--- config.mk ---
export PLATFORM = sky130hd
export DESIGN_NAME = nbbpu_mailbox
export DESIGN_NICKNAME = d
export VERILOG_FILES = /design/src/rtl/nbbpu_mailbox_pkg.sv /design/src/rtl/mailbox_fifo.sv /design/src/rtl/nbbpu_mailbox.sv
export SDC_FILE = /design/constraint.sdc
export NUM_CORES = 1
export LEC_CHECK = 0
export BUFFER_PORTS_ARGS = -buffer_cell sky130_fd_sc_hd__buf_2
export CORE_MARGIN = 4
export CORE_UTILIZATION = 28
export CTS_BUF_LIST = sky130_fd_sc_hd__clkbuf_2
export DETAILED_ROUTE_END_ITERATION = 8
export PLACE_DENSITY = 0.48
export SETUP_SLACK_MARGIN = 0.15
export SYNTH_ARGS = -nofsm -noshare
export SYNTH_HDL_FRONTEND = slang
export SYNTH_SLANG_ARGS = --single-unit
--- constraint.sdc ---
create_clock -name i_clock -period 3.8 [get_ports i_clock]
set_clock_uncertainty 0.2 [all_clocks]
set_input_delay 0.76 -clock i_clock [delete_from_list [all_inputs] [get_ports i_clock]]
set_output_delay 0.76 -clock i_clock [all_outputs]
set_load 0.05 [all_outputs]
--- src/rtl/nbbpu_mailbox_pkg.sv ---
// nbbpu_mailbox_pkg: register offsets, verdict state encoding and the pass code shared by the mailbox.
package nbbpu_mailbox_pkg;
    localparam logic [3:0]  OFS_RESULT  = 4'h0;
    localparam logic [3:0]  OFS_TX_DATA = 4'h2;
    localparam logic [3:0]  OFS_CYC_LO  = 4'h4;
    localparam logic [3:0]  OFS_CYC_HI  = 4'h6;
    localparam logic [3:0]  OFS_WDOG    = 4'h8;
    localparam logic [15:0] PASS_CODE   = 16'h0001;

    typedef enum logic [1:0] {
        ST_RUNNING = 2'd0,
        ST_PASS    = 2'd1,
        ST_FAIL    = 2'd2,
        ST_TIMEOUT = 2'd3
    } state_t;

    function automatic logic [15:0] result_word(input state_t s);
        return {12'b0, s == ST_TIMEOUT, s == ST_FAIL || s == ST_TIMEOUT, s == ST_PASS, s != ST_RUNNING};
    endfunction
endpackage

--- src/rtl/mailbox_fifo.sv ---
// mailbox_fifo: power-of-two circular TX byte FIFO; a push into a full FIFO is accepted only alongside a pop.
module mailbox_fifo
    import nbbpu_mailbox_pkg::*;
#(
    parameter int DEPTH = 8,
    parameter int WIDTH = 8,
    localparam int AW = $clog2(DEPTH)
) (
    input  logic             i_clock,
    input  logic             i_reset,
    input  logic             i_push,
    input  logic [WIDTH-1:0] i_data,
    input  logic             i_pop,
    output logic [WIDTH-1:0] o_data,
    output logic             o_full,
    output logic             o_empty,
    output logic             o_drop,
    output logic [AW:0]      o_count
);
    logic [WIDTH-1:0] r_mem [DEPTH];
    logic [AW-1:0]    r_wp, r_rp;
    logic [AW:0]      r_count;
    logic             w_push, w_pop;

    assign w_pop   = i_pop & ~o_empty;
    assign w_push  = i_push & (~o_full | w_pop);
    assign o_drop  = i_push & ~w_push;
    assign o_full  = r_count == (AW+1)'(DEPTH);
    assign o_empty = r_count == '0;
    assign o_count = r_count;
    assign o_data  = r_mem[r_rp];

    always_ff @(posedge i_clock or posedge i_reset) begin
        if (i_reset) begin
            r_wp    <= '0;
            r_rp    <= '0;
            r_count <= '0;
        end else begin
            if (w_push) r_wp <= r_wp + 1'b1;
            if (w_pop) r_rp <= r_rp + 1'b1;
            r_count <= r_count + (AW+1)'(w_push) - (AW+1)'(w_pop);
        end
    end

    always_ff @(posedge i_clock) begin
        if (w_push) r_mem[r_wp] <= i_data;
    end
endmodule

--- src/rtl/nbbpu_mailbox.sv ---
// nbbpu_mailbox: result mailbox, TX FIFO and cycle counter on the NBBPU data bus.
// Optional watchdog enabled by defining NBBPU_MAILBOX_WDOG_EN.
module nbbpu_mailbox
    import nbbpu_mailbox_pkg::*;
#(
    parameter logic [15:0] BASE_ADDR    = 16'hFFF0,
    parameter int          FIFO_DEPTH   = 8,
    parameter logic [15:0] WDOG_DEFAULT = 16'h0FFF,
    localparam int         CW           = $clog2(FIFO_DEPTH) + 1
) (
    input  logic        i_clock,
    input  logic        i_reset,
    input  logic        i_select,
    input  logic        i_read_enable,
    input  logic        i_write_enable,
    input  logic [15:0] i_address,
    input  logic [15:0] i_write_data,
    output logic [15:0] o_read_data,
    output logic [7:0]  o_char_data,
    output logic        o_char_valid,
    input  logic        i_char_ready,
    output logic        o_done,
    output logic        o_pass,
    output logic        o_fail,
    output logic        o_timeout
);
    state_t        r_state, w_state_nxt;
    logic [15:0]   w_rel, w_rd_val, w_tx_status, w_wdog_rd;
    logic [3:0]    w_ofs;
    logic          w_rd, w_wr, w_wr_result, w_wr_tx, w_rd_tx, w_rd_lo, w_expire;
    logic          w_full, w_empty, w_drop;
    logic [CW-1:0] w_count;
    logic [4:0]    w_count5;
    logic [15:0]   r_read_data, r_hi_shadow;
    logic [31:0]   r_cycle;
    logic          r_overflow;

    // Window check by subtraction so BASE_ADDR need not be 16-aligned.
    assign w_rel       = i_address - BASE_ADDR;
    assign w_ofs       = w_rel[3:0];
    assign w_rd        = i_select & i_read_enable & (w_rel[15:4] == 12'h0);
    assign w_wr        = i_select & i_write_enable & (w_rel[15:4] == 12'h0);
    assign w_wr_result = w_wr & (w_ofs == OFS_RESULT);
    assign w_wr_tx     = w_wr & (w_ofs == OFS_TX_DATA);
    assign w_rd_tx     = w_rd & (w_ofs == OFS_TX_DATA);
    assign w_rd_lo     = w_rd & (w_ofs == OFS_CYC_LO);

    mailbox_fifo #(.DEPTH(FIFO_DEPTH), .WIDTH(8)) u_fifo (
        .i_clock (i_clock),
        .i_reset (i_reset),
        .i_push  (w_wr_tx),
        .i_data  (i_write_data[7:0]),
        .i_pop   (i_char_ready),
        .o_data  (o_char_data),
        .o_full  (w_full),
        .o_empty (w_empty),
        .o_drop  (w_drop),
        .o_count (w_count)
    );

    assign o_char_valid = ~w_empty;
    assign w_count5     = 5'(w_count);
    assign w_tx_status  = {8'b0, r_overflow, w_full, w_empty, w_count5};

    assign w_rd_val = (w_ofs == OFS_RESULT)  ? result_word(r_state) :
                      (w_ofs == OFS_TX_DATA) ? w_tx_status :
                      (w_ofs == OFS_CYC_LO)  ? r_cycle[15:0] :
                      (w_ofs == OFS_CYC_HI)  ? r_hi_shadow :
                      (w_ofs == OFS_WDOG)    ? w_wdog_rd : 16'h0;

    always_ff @(posedge i_clock or posedge i_reset) begin
        if (i_reset) begin
            r_read_data <= '0;
            r_hi_shadow <= '0;
            r_cycle     <= '0;
            r_overflow  <= 1'b0;
        end else begin
            r_read_data <= w_rd ? w_rd_val : 16'h0;
            r_cycle     <= r_cycle + 1'b1;
            if (w_rd_lo) r_hi_shadow <= r_cycle[31:16];
            // A drop in the same cycle as a status read stays visible to the next read.
            if (w_drop) r_overflow <= 1'b1;
            else if (w_rd_tx) r_overflow <= 1'b0;
        end
    end

    always_ff @(posedge i_clock or posedge i_reset) begin
        if (i_reset) r_state <= ST_RUNNING;
        else r_state <= w_state_nxt;
    end

    always_comb begin
        w_state_nxt = r_state;
        if (r_state == ST_RUNNING)
            w_state_nxt = w_wr_result ? ((i_write_data == PASS_CODE) ? ST_PASS : ST_FAIL) :
                          w_expire    ? ST_TIMEOUT : ST_RUNNING;
    end

`ifdef NBBPU_MAILBOX_WDOG_EN
    logic [15:0] r_wdog_cnt, r_wdog_limit;
    logic        w_wr_wdog;

    assign w_wr_wdog = w_wr & (w_ofs == OFS_WDOG);
    assign w_expire  = (r_state == ST_RUNNING) & (r_wdog_limit != 16'h0) & (r_wdog_cnt == r_wdog_limit);
    assign w_wdog_rd = r_wdog_limit;
    assign o_timeout = r_state == ST_TIMEOUT;

    always_ff @(posedge i_clock or posedge i_reset) begin
        if (i_reset) begin
            r_wdog_cnt   <= '0;
            r_wdog_limit <= WDOG_DEFAULT;
        end else if (w_wr_wdog) begin
            r_wdog_cnt   <= '0;
            r_wdog_limit <= i_write_data;
        end else if (r_state == ST_RUNNING) begin
            r_wdog_cnt <= r_wdog_cnt + 1'b1;
        end
    end
`else
    assign w_expire  = 1'b0;
    assign w_wdog_rd = 16'h0;
    assign o_timeout = 1'b0;
`endif

    assign o_read_data = r_read_data;
    assign o_done      = r_state != ST_RUNNING;
    assign o_pass      = r_state == ST_PASS;
    assign o_fail      = (r_state == ST_FAIL) | (r_state == ST_TIMEOUT);
endmodule

Word-level counts from Yosys, hierarchy flattened:

Memory sizes are Yosys's and may differ from the RTL's.
Index checks and enable logic that the tools add are counted.

* equal/unequal tests: 8
* bitwise logic cells: 16
* add/subtract/negate cells: 6
* muxes and demuxes: 11
* reductions and logical operators: 7

Operators with widths (number)
* 16-bit 2-to-1 mux: 5
* 32-bit by 1-bit adder with 32-bit output, second input constant: 1
* 16-bit by 1-bit == test with 1-bit output, second input constant: 1
* 16-bit subtractor, second input constant: 1
* 12-bit zero test: 1
* 1-bit AND: 11
* 4-bit by 3-bit == test with 1-bit output, second input constant: 2
* 4-bit zero test: 2
* 3-bit by 1-bit adder with 3-bit output, second input constant: 2
* 4-bit by 1-bit adder with 4-bit output: 1
* 2-bit == test, second input constant: 2
* 4-bit by 2-bit == test with 1-bit output, second input constant: 1
* 4-bit == test, second input constant: 1
* 1-bit 2-to-1 mux: 4
* 2-bit 2-to-1 mux: 2
* 2-bit nonzero test: 2
* 4-bit by 1-bit subtractor with 4-bit output: 1
* 1-bit inverter: 3
* 2-bit by 1-bit == test with 1-bit output, second input constant: 1
* 2-bit zero test: 1
* 1-bit bitwise OR: 2
* 1-bit logical OR: 1

* flip-flop bits (word level): 77
* logic and storage cells: 57
* memory bits (writable): 64
* output and inout port bits: 29
* memories kept: 1
* input port bits: 38

Memories
* u_fifo.r_mem: words 8, width 8, read ports 1, clocked after memory_dff 0, wr ports 1, RTL line mailbox_fifo.sv:20 `logic [WIDTH-1:0] r_mem [DEPTH];`

Logic depth before layout (Yosys ltp):

* depth in word-level cells: 8
* depth in mapped cells: 11
* depth with buffers taken out: 11

Modules after synthesis:

From an unflattened synthesis, not the netlist that was laid out.

* cells, all modules: 408
* area total of the unflattened synthesis: 6182.2 sq um

By module, submodules not included
* mailbox_fifo: sequential area each 2172.1 sq um, cells an instance 159, area each 3115.5 sq um, times used 1
* nbbpu_mailbox: sequential area each 1676.6 sq um, cells an instance 249, area each 3066.7 sq um, times used 1

Worst setup path before layout:

Ideal clock, no wire load.

* path type: input to register
* from: input i_address[1]
* to: memory u_fifo.r_mem[1][0] (enable)
* stages on the path: 5
* arrival: 2.333 ns
* path buffers: 1
* path slack: 0.884 ns
* library setup time: 0.383 ns
* data required time: 3.217 ns
* cells stage by stage: buf_6 -> or4b_4 -> a31oi_4 -> nand3_1 -> nor3_1

* word-level cells in the longest chain between the ends: 7
* elaborated cells on any way between the ends: 8
* those cells by class: add/sub: 1; eq/ne: 1; mux: 2; bitwise: 3; reduce/logical: 1

Ends and longest elaborated chain
* start: declaration: RTL line nbbpu_mailbox.sv:16 `input logic [15:0] i_address,`
* 16-bit subtractor *: RTL line nbbpu_mailbox.sv:39 `assign w_rel = i_address - BASE_ADDR;`
* 12-bit zero test: RTL line nbbpu_mailbox.sv:42 `assign w_wr = i_select & i_write_enable & (w_rel[15:4] == 12'h0);`
* 1-bit AND: RTL line nbbpu_mailbox.sv:42
* 1-bit AND *: RTL line nbbpu_mailbox.sv:44 `assign w_wr_tx = w_wr & (w_ofs == OFS_TX_DATA);`
* 1-bit AND *: RTL line mailbox_fifo.sv:26 `assign w_push = i_push & (~o_full | w_pop);`
* 1-bit 2-to-1 mux *: RTL line mailbox_fifo.sv:46 `if (w_push) r_mem[r_wp] <= i_data;`
* 1-bit 2-to-1 mux (implied by the code) *: RTL line mailbox_fifo.sv:46
* end: declaration: RTL line mailbox_fifo.sv:20

Every way passes the cells marked *; elsewhere a longest branch is shown, timed or not.

Worst setup path after layout:

* from: register u_fifo.r_rp[0]
* to: output o_char_data[7]

* word-level cells in the longest chain between the ends: 1

Ends and longest elaborated chain
* start: declaration: RTL line mailbox_fifo.sv:21 `logic [AW-1:0] r_wp, r_rp;`
* start signal: assignment: RTL line mailbox_fifo.sv:40 `if (w_pop) r_rp <= r_rp + 1'b1;`
* memory 8 x 8 bit
* end: declaration: RTL line nbbpu_mailbox.sv:19 `output logic [7:0] o_char_data,`

Every way passes these cells.

==> results.json <==
{
  "slew_viol_final": 0,
  "cap_violations": 0,
  "grt_pass1_vias": 3801,
  "synth_commonest_cells": "dfrtp_1, edfxtp_1, xnor2_1",
  "synth_compound_area_share_pct": 3.41,
  "required_ps": 2840,
  "cts_root_buffer": "clkbuf_2",
  "antenna_found_initial": 0,
  "grtUsageTotal_pct": 12.0,
  "rsz0062_at_grt": "false",
  "p_per_area_mw_per_mm2": 522,
  "final_area_mm2": 0.00705,
  "hpwl_um": 10000,
  "core_mm2": 0.0213,
  "ys_seq_elements": 141,
  "worst_pin_slew_ps": 737,
  "synth_area_per_cell_um2": 14.6,
  "finalSetupViolCount": 0,
  "cp_max_fo": 18,
  "worst-path-buf-inv": 2,
  "period_share_pct": 89.8,
  "cp_num_cells": 4,
  "cts_buffers": 17,
  "syn_nets": 467,
  "critPathTopFamily": "multiplexers",
  "finalNetCount": 540,
  "period_minus_slack_ps": 3410,
  "clkTransAtPathRegs_ps": 180,
  "synth_area_leaders": "dfrtp_1, edfxtp_1, mux4_2",
  "ctsHtreeMaxLevel": 4,
  "firstDrtPassIters": 5,
  "hold_path_class": "in -> reg",
  "wl_per_cell_um": 18.1,
  "die_area_mm2": 0.0243,
  "worstSetupStartpointType": "flop",
  "yosys.area_share.adder_pct": 2.16,
  "via_per_inst": 4.75,
  "synth_simple_gate_area_share_pct": 11.8,
  "r2r_slack_ps": 1250,
  "ys_seq_area_share_pct": 62.8,
  "rr_worst_depth": 6,
  "min_from": "i_char_ready",
  "syn_area_mm2": 0.00613,
  "synthMuxAreaShare_pct": 12.2,
  "synthFlopType": "dfrtp_1",
  "seqCellArea_mm2": 0.00385,
  "multi_input_comb_area_mm2": 0.00213,
  "max_stage_delay_ps": 570,
  "synth_cell_types": 50,
  "area_growth_pct": 15.0,
  "worstPathArrival_ps": 2450,
  "clk_latency_ps": 690,
  "gp_congestion": 0.781,
  "synthXorXnorAreaFrac_pct": 5.14,
  "start_util_pct": 28.8,
  "fin_util_pct": 33.1,
  "peakVddDrop_uv": 252,
  "synthArstFlopShare_pct": 54.6,
  "pin_count": 67,
  "fp.dieH_um": 156,
  "drc": 0,
  "netlist_instances": 419,
  "fin_setup_tns_ps": 0,
  "yosys.area.top_type": "dfrtp_1",
  "antenna_cells": 0,
  "cts_tree": "yes",
  "synth_top_family_by_area": "multiplexers",
  "grt_max_degree": 33,
  "rows": 53,
  "synth_warnings": 0,
  "critPathKind": "reg -> out",
  "crit_path_end_kind": "primary output",
  "whs_path_depth": 3,
  "dpl_cell_area_mm2": 0.00675,
  "hold_violations": 0,
  "io_buffers": 65,
  "max-slew-margin-rel_pct": 50.7,
  "antenna_left": 0,
  "status": "completed",
  "p_leak_nw": 2.96,
  "synth_most_common_cell": "dfrtp_1",
  "grt-ovfl-total": 0,
  "clkSinkCount": 141,
  "dr.first_iter.drc_count": 270,
  "crit_chain": "buf_4 > mux4_2 > mux2_2 > buf_2",
  "fillCellCount": 2110,
  "die_x_um": 156,
  "drt-total-wl_um": 14100,
  "synth_edf_count": 64,
  "holdWs_ps": 159,
  "dr_total_vias": 3706,
  "fmax_mhz": 293,
  "crit_start": "u_fifo.r_rp[0]",
  "clockBufferDepth": 2,
  "yosys.area.top_type_share_pct": 31.4,
  "crit_slowest_cell": "mux4_2",
  "grt_pass1_wl_um": 22200,
  "rr_startpoint": "u_fifo.o_count[2]",
  "drive_above_1_share_pct": 31.7
}
-- power by group --
part	leakage, nW	switching [W]	internal [W]	total [W]
Combinational	1.16	0.000545	0.000362	0.000907
Sequential	1.62	0.0000890	0.00164	0.00173
Clock	0.178	0.000539	0.000503	0.00104
-- worst min-delay path: cells and delay by family --
kind,cells,cell delay [ps]
and+or+nand+nor,1,80
buffers and inverters,1,120
xor gates and xnor gates,1,60
-- flip-flops by register name, indices dropped and copies added, names as in the netlist --
signal          count
r_overflow          1
u_fifo.r_mem       64
r_state             2
r_hi_shadow        16
r_cycle            32
u_fifo.r_rp         3
u_fifo.o_count      4
u_fifo.r_wp         3
o_read_data        16
-- layout by cell type, fill, tap and decap left out, types with 12 or more instances in the layout --
cell	count
nand4_1	13
mux4_2	16
edfxtp_1	64
xor2_1	12
buf_2	65
nand3_1	21
nand2_1	18
xnor2_1	24
mux2_2	15
clkbuf_2	20
nor2_1	23
dfrtp_1	76
inv_1	13
-- through the flow --
step / instances / power [W] / worst slack, ps
4_1_cts: 780 / 0.00375 / 156
2_1_floorplan: 419 / 0.00246 / 873
6_report: 780 / 0.00368 / 386
5_1_grt: 780 / 0.00387 / 182
3_3_place_gp: 747 / 0.00267 / 619
3_5_place_dp: 747 / 0.00268 / 547
-- per-layer routing --
| layer | global-route usage (%) | part of all wire [%] | vias up | wire (µm) |
|---|---|---|---|---|
| met2 | 17.5 | 45 | 103 | 6350 |
| met1 | 17.5 | 49 | 1873 | 6850 |
| li1 | - | - | 1720 | - |
| met4 | 3.29 | 0.91 | 0 | 128 |
| met3 | 3.50 | 5.6 | 10 | 791 |
| met5 | 0 | 0 | - | 0 |
-- final timing paths --
path | endpoint
worst max-delay path | o_char_data[7]
worst min-delay path | u_fifo.r_rp[2]
worst max register to register | u_fifo.r_mem[4][1]
worst min register to register | r_cycle[31]
max in group asynchronous | r_cycle[25]
min in group asynchronous | o_read_data[14]
-- cell type report --
cell class	count	area share [%]
flip-flops and latches	141	54.6
multi-input cells	246	30.3
repair buffers	71	5.29
well taps	275	4.88
clock inverters	12	2.75
clock buffers	20	1.42
inverters	15	0.799
-- timing repair --
action / in CTS / in global routing
hold buffers: 1 / 0
endpoints found under the setup margin: 0 / 8
endpoints found under the hold margin: 30 / 0
setup buffers: 0 / 0
resized for setup: 0 / 1
-- cell families after synthesis --
group,count (synthesis)
compound gates,27
xor+xnor,36
fa+ha+maj,10
buf+inv,32
flops,141
mux,48
other cells,1
simple gates,124
(Power assumes the default switching activity.)
